===== config.mk =====
export PLATFORM = sky130hd
export DESIGN_NAME = bit_error_meter
export DESIGN_NICKNAME = d
export VERILOG_FILES = /design/src/rtl/bit_error_meter.sv
export SDC_FILE = /design/constraint.sdc
export NUM_CORES = 1
export LEC_CHECK = 0
export BUFFER_PORTS_ARGS = -buffer_cell sky130_fd_sc_hd__buf_2
export CORE_UTILIZATION = 61
export CTS_CLUSTER_SIZE = 10
export DETAILED_ROUTE_END_ITERATION = 7
export GPL_TIMING_DRIVEN = 0
export PLACE_DENSITY = 0.92
export SYNTH_ARGS = -nofsm -noshare
export SYNTH_HDL_FRONTEND = slang
export SYNTH_SLANG_ARGS = --single-unit

===== constraint.sdc =====
create_clock -name clk -period 5.3 [get_ports clk]
set_clock_uncertainty 0.1 [all_clocks]
set_input_delay 0 -clock clk [delete_from_list [all_inputs] [get_ports clk]]
set_output_delay 0 -clock clk [all_outputs]
set_load 0.005 [all_outputs]

===== src/rtl/bit_error_meter.sv =====
// bit_error_meter: windowed bit/symbol error counter comparing received 2-bit
// symbols against a latency-aligned copy of the transmitted stream.
module bit_error_meter #(
    parameter int WIN = 1100,
    parameter int DLY = 0,
    parameter int CW  = 16
) (
    input  logic          clk,
    input  logic          reset,
    input  logic          start,
    input  logic [1:0]    din_ref,
    input  logic [1:0]    din_rx,
    output logic          busy,
    output logic          done,
    output logic [CW-1:0] bit_err_cnt,
    output logic [CW-1:0] sym_err_cnt,
    output logic          err_flag
);
    localparam int SW = $clog2(WIN + 1);
    localparam logic [1:0] IDLE  = 2'd0;
    localparam logic [1:0] FLUSH = 2'd1;
    localparam logic [1:0] COUNT = 2'd2;
    localparam logic [1:0] DONE  = 2'd3;

    logic [1:0]    state;
    logic [SW-1:0] sym_cnt;
    logic [3:0]    fl_cnt;
    logic [1:0]    ref_aligned;
    logic [1:0]    mism;
    logic [1:0]    nbit;
    logic          serr;
    logic          go;
    logic [CW:0]   bsum;
    logic [CW:0]   ssum;

    generate
        if (DLY == 0) begin : g_nodly
            assign ref_aligned = din_ref;
        end else begin : g_dly
            logic [1:0] dl [DLY];
            always_ff @(posedge clk or negedge reset) begin
                if (!reset) begin
                    for (int i = 0; i < DLY; i++) dl[i] <= 2'b00;
                end else begin
                    dl[0] <= din_ref;
                    for (int i = 1; i < DLY; i++) dl[i] <= dl[i-1];
                end
            end
            assign ref_aligned = dl[DLY-1];
        end
    endgenerate

    assign mism = ref_aligned ^ din_rx;
    assign nbit = {1'b0, mism[1]} + {1'b0, mism[0]};
    assign serr = |mism;
    assign go   = start && (state == IDLE || state == DONE);
    assign busy = state == FLUSH || state == COUNT;
    // one extra bit of headroom detects overflow for saturation
    assign bsum = {1'b0, bit_err_cnt} + {{(CW-1){1'b0}}, nbit};
    assign ssum = {1'b0, sym_err_cnt} + {{CW{1'b0}}, serr};

    always_ff @(posedge clk or negedge reset) begin
        if (!reset) begin
            state       <= IDLE;
            done        <= 1'b0;
            err_flag    <= 1'b0;
            bit_err_cnt <= '0;
            sym_err_cnt <= '0;
            sym_cnt     <= '0;
            fl_cnt      <= '0;
        end else begin
            err_flag <= serr;
            done     <= state == DONE;
            if (go) begin
                bit_err_cnt <= '0;
                sym_err_cnt <= '0;
                sym_cnt     <= '0;
                fl_cnt      <= '0;
                state       <= (DLY > 0) ? FLUSH : COUNT;
            end else begin
                case (state)
                    FLUSH: begin
                        fl_cnt <= fl_cnt + 4'd1;
                        if (fl_cnt == 4'(DLY - 1)) state <= COUNT;
                    end
                    COUNT: begin
                        bit_err_cnt <= bsum[CW] ? '1 : bsum[CW-1:0];
                        sym_err_cnt <= ssum[CW] ? '1 : ssum[CW-1:0];
                        sym_cnt     <= sym_cnt + 1'b1;
                        if (sym_cnt == SW'(WIN - 1)) state <= DONE;
                    end
                    DONE:    state <= IDLE;
                    default: state <= IDLE;
                endcase
            end
        end
    end
endmodule


After elaboration in Yosys (flattened, before gate mapping)

Index checks and enable logic that the tools add are counted.

Add/subtract/negate cells: 5
Eq/ne operators: 7
Muxes and demuxes: 14
Bitwise logic cells: 1
Reductions and logical operators: 8

Operators by type and width:

| operator                | count |
|---|---|
| $mux W16                | 6 |
| $mux W11                | 2 |
| $add A16 B1 Y17         | 1 |
| $add A16 B2 Y17         | 1 |
| $add A11 B1 Y11 const B | 1 |
| $eq A11 B11 Y1 const B  | 1 |
| $mux W4                 | 2 |
| $mux W2                 | 3 |
| $ne A3 B2 Y1 const B    | 2 |
| $add A4 B1 Y4 const B   | 1 |
| $eq A2 B2 Y1 const B    | 2 |
| $eq A4 B4 Y1 const B    | 1 |
| $pmux W2 S2             | 1 |
| $reduce_bool A2 Y1      | 2 |
| $add A1 B1 Y2           | 1 |
| $eq A2 B1 Y1 const B    | 1 |
| $logic_not A2 Y1        | 1 |
| $logic_or A1 B1 Y1      | 2 |
| $reduce_and A2 Y1       | 1 |
| $reduce_or A2 Y1        | 1 |
| $xor A2 B2 Y2           | 1 |
| $logic_and A1 B1 Y1     | 1 |

Bits in registers: 51
Input port bits: 7
Logic and storage cells: 42

Longest topological paths before layout

Depth in word-level cells: 6
Depth in mapped cells: 8

Worst setup path before layout

Ideal clock, no wire load.

Path type: register to register
From: register bit_err_cnt[0]
To: register bit_err_cnt[14]
Arrival time: 1.675 ns
Data required time: 5.101 ns
Slack: 3.425 ns
Stages on the path, launching flop included: 7
Buffers on the path: 0
Cell sequence: dfrtp_1 -> fa_1 -> ha_1 -> nand3_1 -> nor3_1 -> and3_1 -> a311oi_1

Cells in the longest elaborated chain, start to end: 4

RTL lines:

| element                  | RTL line | text |
|---|---|---|
| start: declaration       | 15       | `output logic [CW-1:0] bit_err_cnt,` |
| start signal: assignment | 87       | `bit_err_cnt <= bsum[CW] ? '1 : bsum[CW-1:0];` |
| $add A16 B2 Y17          | 59       | `assign bsum = {1'b0, bit_err_cnt} + {{(CW-1){1'b0}}, nbit};` |
| $mux W16                 | 87       |  |
| $mux W16                 | 81       | `case (state)` |
| $mux W16                 | 74       | `if (go) begin` |

Every way passes these cells. The select of a mux whose other input is x is not followed.
A chain may end at the register's enable or synchronous reset.

Worst setup path after layout

From: register state[0]
To: register sym_err_cnt[12]

Cells in the longest elaborated chain, start to end: 4
Elaborated cells between the ends (all ways): 7

RTL lines:

| element                                                 | RTL line | text |
|---|---|---|
| start: declaration                                      | 25       | `logic [1:0] state;` |
| start signal: assignment                                | 79       | `state <= (DLY > 0) ? FLUSH : COUNT;` |
| $eq A2 B2 Y1 / $logic_not A2 Y1 (equally long branches) | 56       | `assign go = start && (state == IDLE \|\| state == DONE);` |
| $logic_or A1 B1 Y1                                      | 56       |  |
| $logic_and A1 B1 Y1                                     | 56       |  |
| $mux W16 / $reduce_bool A2 Y1 (equally long branches)   | n/a      |  |
| end signal: assignment                                  | 88       | `sym_err_cnt <= ssum[CW] ? '1 : ssum[CW-1:0];` |
| end: declaration                                        | 16       | `output logic [CW-1:0] sym_err_cnt,` |

Several ways; a longest one is shown, not always the timed one.

==> impl_results.rst <==
.. list-table::
   :header-rows: 1

   * - Metric
     - Value
   * - Via count of the first global-routing pass
     - between 2k and 2.5k
   * - First-iteration detailed-routing DRC count
     - ~300
   * - Power Internal
     - between 0.6 and 0.7 mW
   * - Data required time of the critical path
     - roughly 5.4 ns
   * - Crit path capture type
     - flop
   * - Register clock-pin slew on the reported worst setup and hold paths
     - around 0.09 ns
   * - Number of max-capacitance violations reported
     - 0
   * - Result of the run
     - complete, no violations
   * - Largest fanout on the critical path
     - 10
   * - Layout cell share with drive strength beyond 1
     - 0.170
   * - Largest family of logic cells by synthesized area
     - simple AND/OR/NAND/NOR gates
   * - Hpwl dp
     - 4540 um
   * - Max-slew violations
     - 0
   * - Delay contributed by the slowest stage of the critical path
     - about 0.47 ns
   * - Time the worst path needs with I/O delays and setup
     - between 2 and 2.5 ns
   * - Synthesized area divided by synthesized cell count
     - ~9.7 um^2
   * - Placement Rows
     - 23
   * - Average via count per standard cell
     - between 6 and 7
   * - Global Route Usage Sum
     - 0.313
   * - Achievable Freq
     - approximately 460 MHz
   * - Proportion of power drawn by flip-flops and latches
     - 0.449
   * - Count of final hold-check violations
     - 0
   * - Post-CTS Setup Inserts
     - 0
   * - Clock group share of total power
     - 0.202
   * - Leakage power of the design
     - around 1.4 nW
   * - Worst path bufs/invs
     - 2
   * - Hold Worst Slack
     - roughly 0.06 ns
   * - Count of vias placed by the detailed router
     - 2,492
   * - Clock buffers created by TritonCTS
     - 5
   * - Cell family with most CP delay
     - simple AND/OR/NAND/NOR gates
   * - Synth-to-layout area growth
     - 13.8%
   * - Normalized max-slew margin
     - 0.261
   * - # clock sinks
     - ~50
   * - Register bit count reported by yosys
     - between 50 and 60
   * - Net switching power
     - around 0.44 mW
   * - Flip-flop cell with the highest count after synthesis
     - dfrtp_1
   * - RSZ-0062 raised after global routing
     - false
   * - Data arrival time of the critical path
     - about 2.3 ns
   * - Share of the yosys chip area belonging to registers
     - 0.470
   * - Syn_nets
     - just under 300
   * - Clock Latency Late Sink
     - between 0.3 and 0.4 ns
   * - Class of the most critical setup path
     - flop to flop
   * - Core Footprint
     - 4140 um^2
   * - Leading cell type in the layout, fill and taps excluded
     - dfrtp_1
   * - Width of the die
     - between 60 and 70 um
   * - Sw Share
     - 0.388
   * - Area of the mapped netlist
     - ~2700 um^2
   * - Startpoint type of the worst setup path
     - flop
   * - Total overflow reported by the global router
     - 0
   * - Worst Tran Pin Value
     - roughly 1.1 ns
   * - Pin count of the biggest net entering global routing
     - 52
   * - CTS Root Buffer Type
     - clkbuf_8
   * - Floorplan die area
     - roughly 4700 um^2
   * - Initial core utilization
     - 0.655
   * - Fillers
     - just over 300
   * - Post-route ant nets
     - 0
   * - Post-route clock period utilization
     - 0.415
   * - Worst voltage drop across the vdd grid
     - about 0.22 mV
   * - Synth Area in Simple Gates
     - 0.221
   * - Detailed Route WL
     - roughly 6500 um
   * - Antenna diode instance count
     - 0
   * - Yosys warning total
     - 0
   * - Area fraction in compound gates after synthesis
     - 0.173
   * - Number of enable-type register cells in the synthesized netlist
     - 0
   * - Share of total power in combinational logic
     - 0.349
   * - Detailed-routing iteration count for the pre-antenna-repair pass
     - 5
   * - Number of different library cells in the post-synthesis netlist
     - 39
   * - Fraction of the mapped netlist area in adder cells
     - 0.0488
   * - Share of flip-flops with an asynchronous set or reset
     - 1.00
   * - Critical-path cell with the highest stage delay
     - nor3_1
   * - Buffers from clock root to sink, at most
     - 2
   * - Power density over cell area
     - approximately 370 nW/um^2
   * - Wire length of the first global-routing pass
     - between 10,000 and 15,000 um
   * - Final estimated routing congestion in global placement
     - a little over 0.9
   * - H-tree level count
     - 2
   * - Number of instances in the synthesized netlist
     - 280
   * - Multiplexer fraction of the synthesized cell area
     - 0.0184
   * - # port buffers
     - 41
   * - Drt drc
     - 0
   * - Setup tns final
     - 0 ns
   * - Number of I/O pins
     - 42
   * - Cell chain of the critical path
     - inv_1 -> ha_1 -> buf_2 -> nand2_1 -> nor3_1 -> a31oi_1 -> a311oi_1
   * - Number of nets in the layout
     - between 300 and 400
   * - WL/cell
     - 17.2 um
   * - XOR/XNOR share of the synthesized area
     - 0.0452
   * - Die Y
     - just under 70 um
   * - Final setup vio count
     - 0
   * - Commonest cells after routing, fill and taps aside
     - dfrtp_1, buf_2, nor2_1
   * - Classification of the worst-slack hold path
     - input pin to flop
   * - Clock tree from TritonCTS
     - yes
   * - Number of antenna violations at the first check in global routing
     - 0
[sequential cells by signal, indices dropped and copies added (netlist names)]
name	flops
err_flag	1
state	2
done	1
sym_cnt	11
fl_cnt	4
bit_err_cnt	16
sym_err_cnt	16
[final timing paths]
path | from | endpoint | slack, ns | cells after the start
worst min-delay path | din_rx[1] | err_flag | 0.06 | 3
worst max-delay path | state[0] | sym_err_cnt[12] | 3.10 | 7
max in group asynchronous | reset | fl_cnt[3] | 4.07 | 2
worst max register to register | state[0] | sym_err_cnt[12] | 3.10 | 7
min in group asynchronous | reset | bit_err_cnt[6] | 0.34 | 2
worst min register to register | bit_err_cnt[11] | bit_err_cnt[11] | 0.43 | 1
[what timing repair did]
item	4_1_cts	5_1_grt
hold buffers	2	0
resized for setup	0	0
hold endpoints to repair	52	0
[layer usage]
layer  GRT usage  vias up  wire (um)
li1            -     1155          -
met1       0.387     1180       2650
met2       0.522      140       3210
met3      0.0625       17        506
met4       0.156        0        158
met5           0        -          0
[worst min-delay path, delay by kind of cell]
| family | cells | cell delay [ns] |
|---|---|---|
| xor+xnor | 1 | 0.19 |
| buf+inv | 1 | 0.08 |
| simple gates | 1 | 0.16 |
[cell type report]
cell class	instances	area [um^2]	share of cell area
Multi-Input combinational cell	212	1370	0.445
Sequential cell	51	1280	0.413
Timing Repair Buffer	43	225	0.0729
Clock buffer	6	82.6	0.0267
Tap cell	50	62.6	0.0202
Inverter	9	33.8	0.0109
Buffer	8	31.3	0.0101
Clock inverter	1	5.00	0.00162
[per-stage QoR]
stage	setup slack [ns]	instance area, um^2	std cells	util	total power [mW]
global placement	3.12	2980	371	0.720	0.879
finish	3.10	3090	380	0.746	1.13
detailed placement	3.11	2980	371	0.720	0.908
CTS	3.09	3090	380	0.746	1.13
floorplan	3.43	2720	280	-	0.759
global route	2.87	3090	380	0.746	1.21
[power by group through the flow]
stage / Clock, mW / Combinational, mW / Sequential [mW]
floorplan: 0 / 0.255 / 0.503
global placement: 0 / 0.371 / 0.508
detailed placement: 0 / 0.394 / 0.514
CTS: 0.230 / 0.397 / 0.506
global route: 0.248 / 0.444 / 0.518
finish: 0.228 / 0.394 / 0.507
[cell families (layout without fill, tap and decap cells)]
kind of cell / Yosys count / count (layout)
flip-flops: 51 / 51
multiplexers: 5 / 5
XOR/XNOR: 14 / 14
buffers and inverters: 17 / 67
AND/OR/NAND/NOR: 107 / 107
adder cells (fa/ha/maj): 10 / 10
AO/OA/AOI/OAI: 76 / 76
[cells in the mapped netlist, types with 8 or more instances]
cell	count	share of area
a21oi_1	18	0.033
o21ai_0	20	0.037
and3_1	8	0.018
nor3_1	9	0.017
dfrtp_1	51	0.47
a211oi_1	10	0.028
nand3_1	14	0.026
inv_1	9	0.012
nand2_1	16	0.022
nand4_1	8	0.018
xor2_1	9	0.029
a31oi_1	18	0.041
nor2_1	24	0.033
ha_1	9	0.041
(Power assumes the default switching activity.)
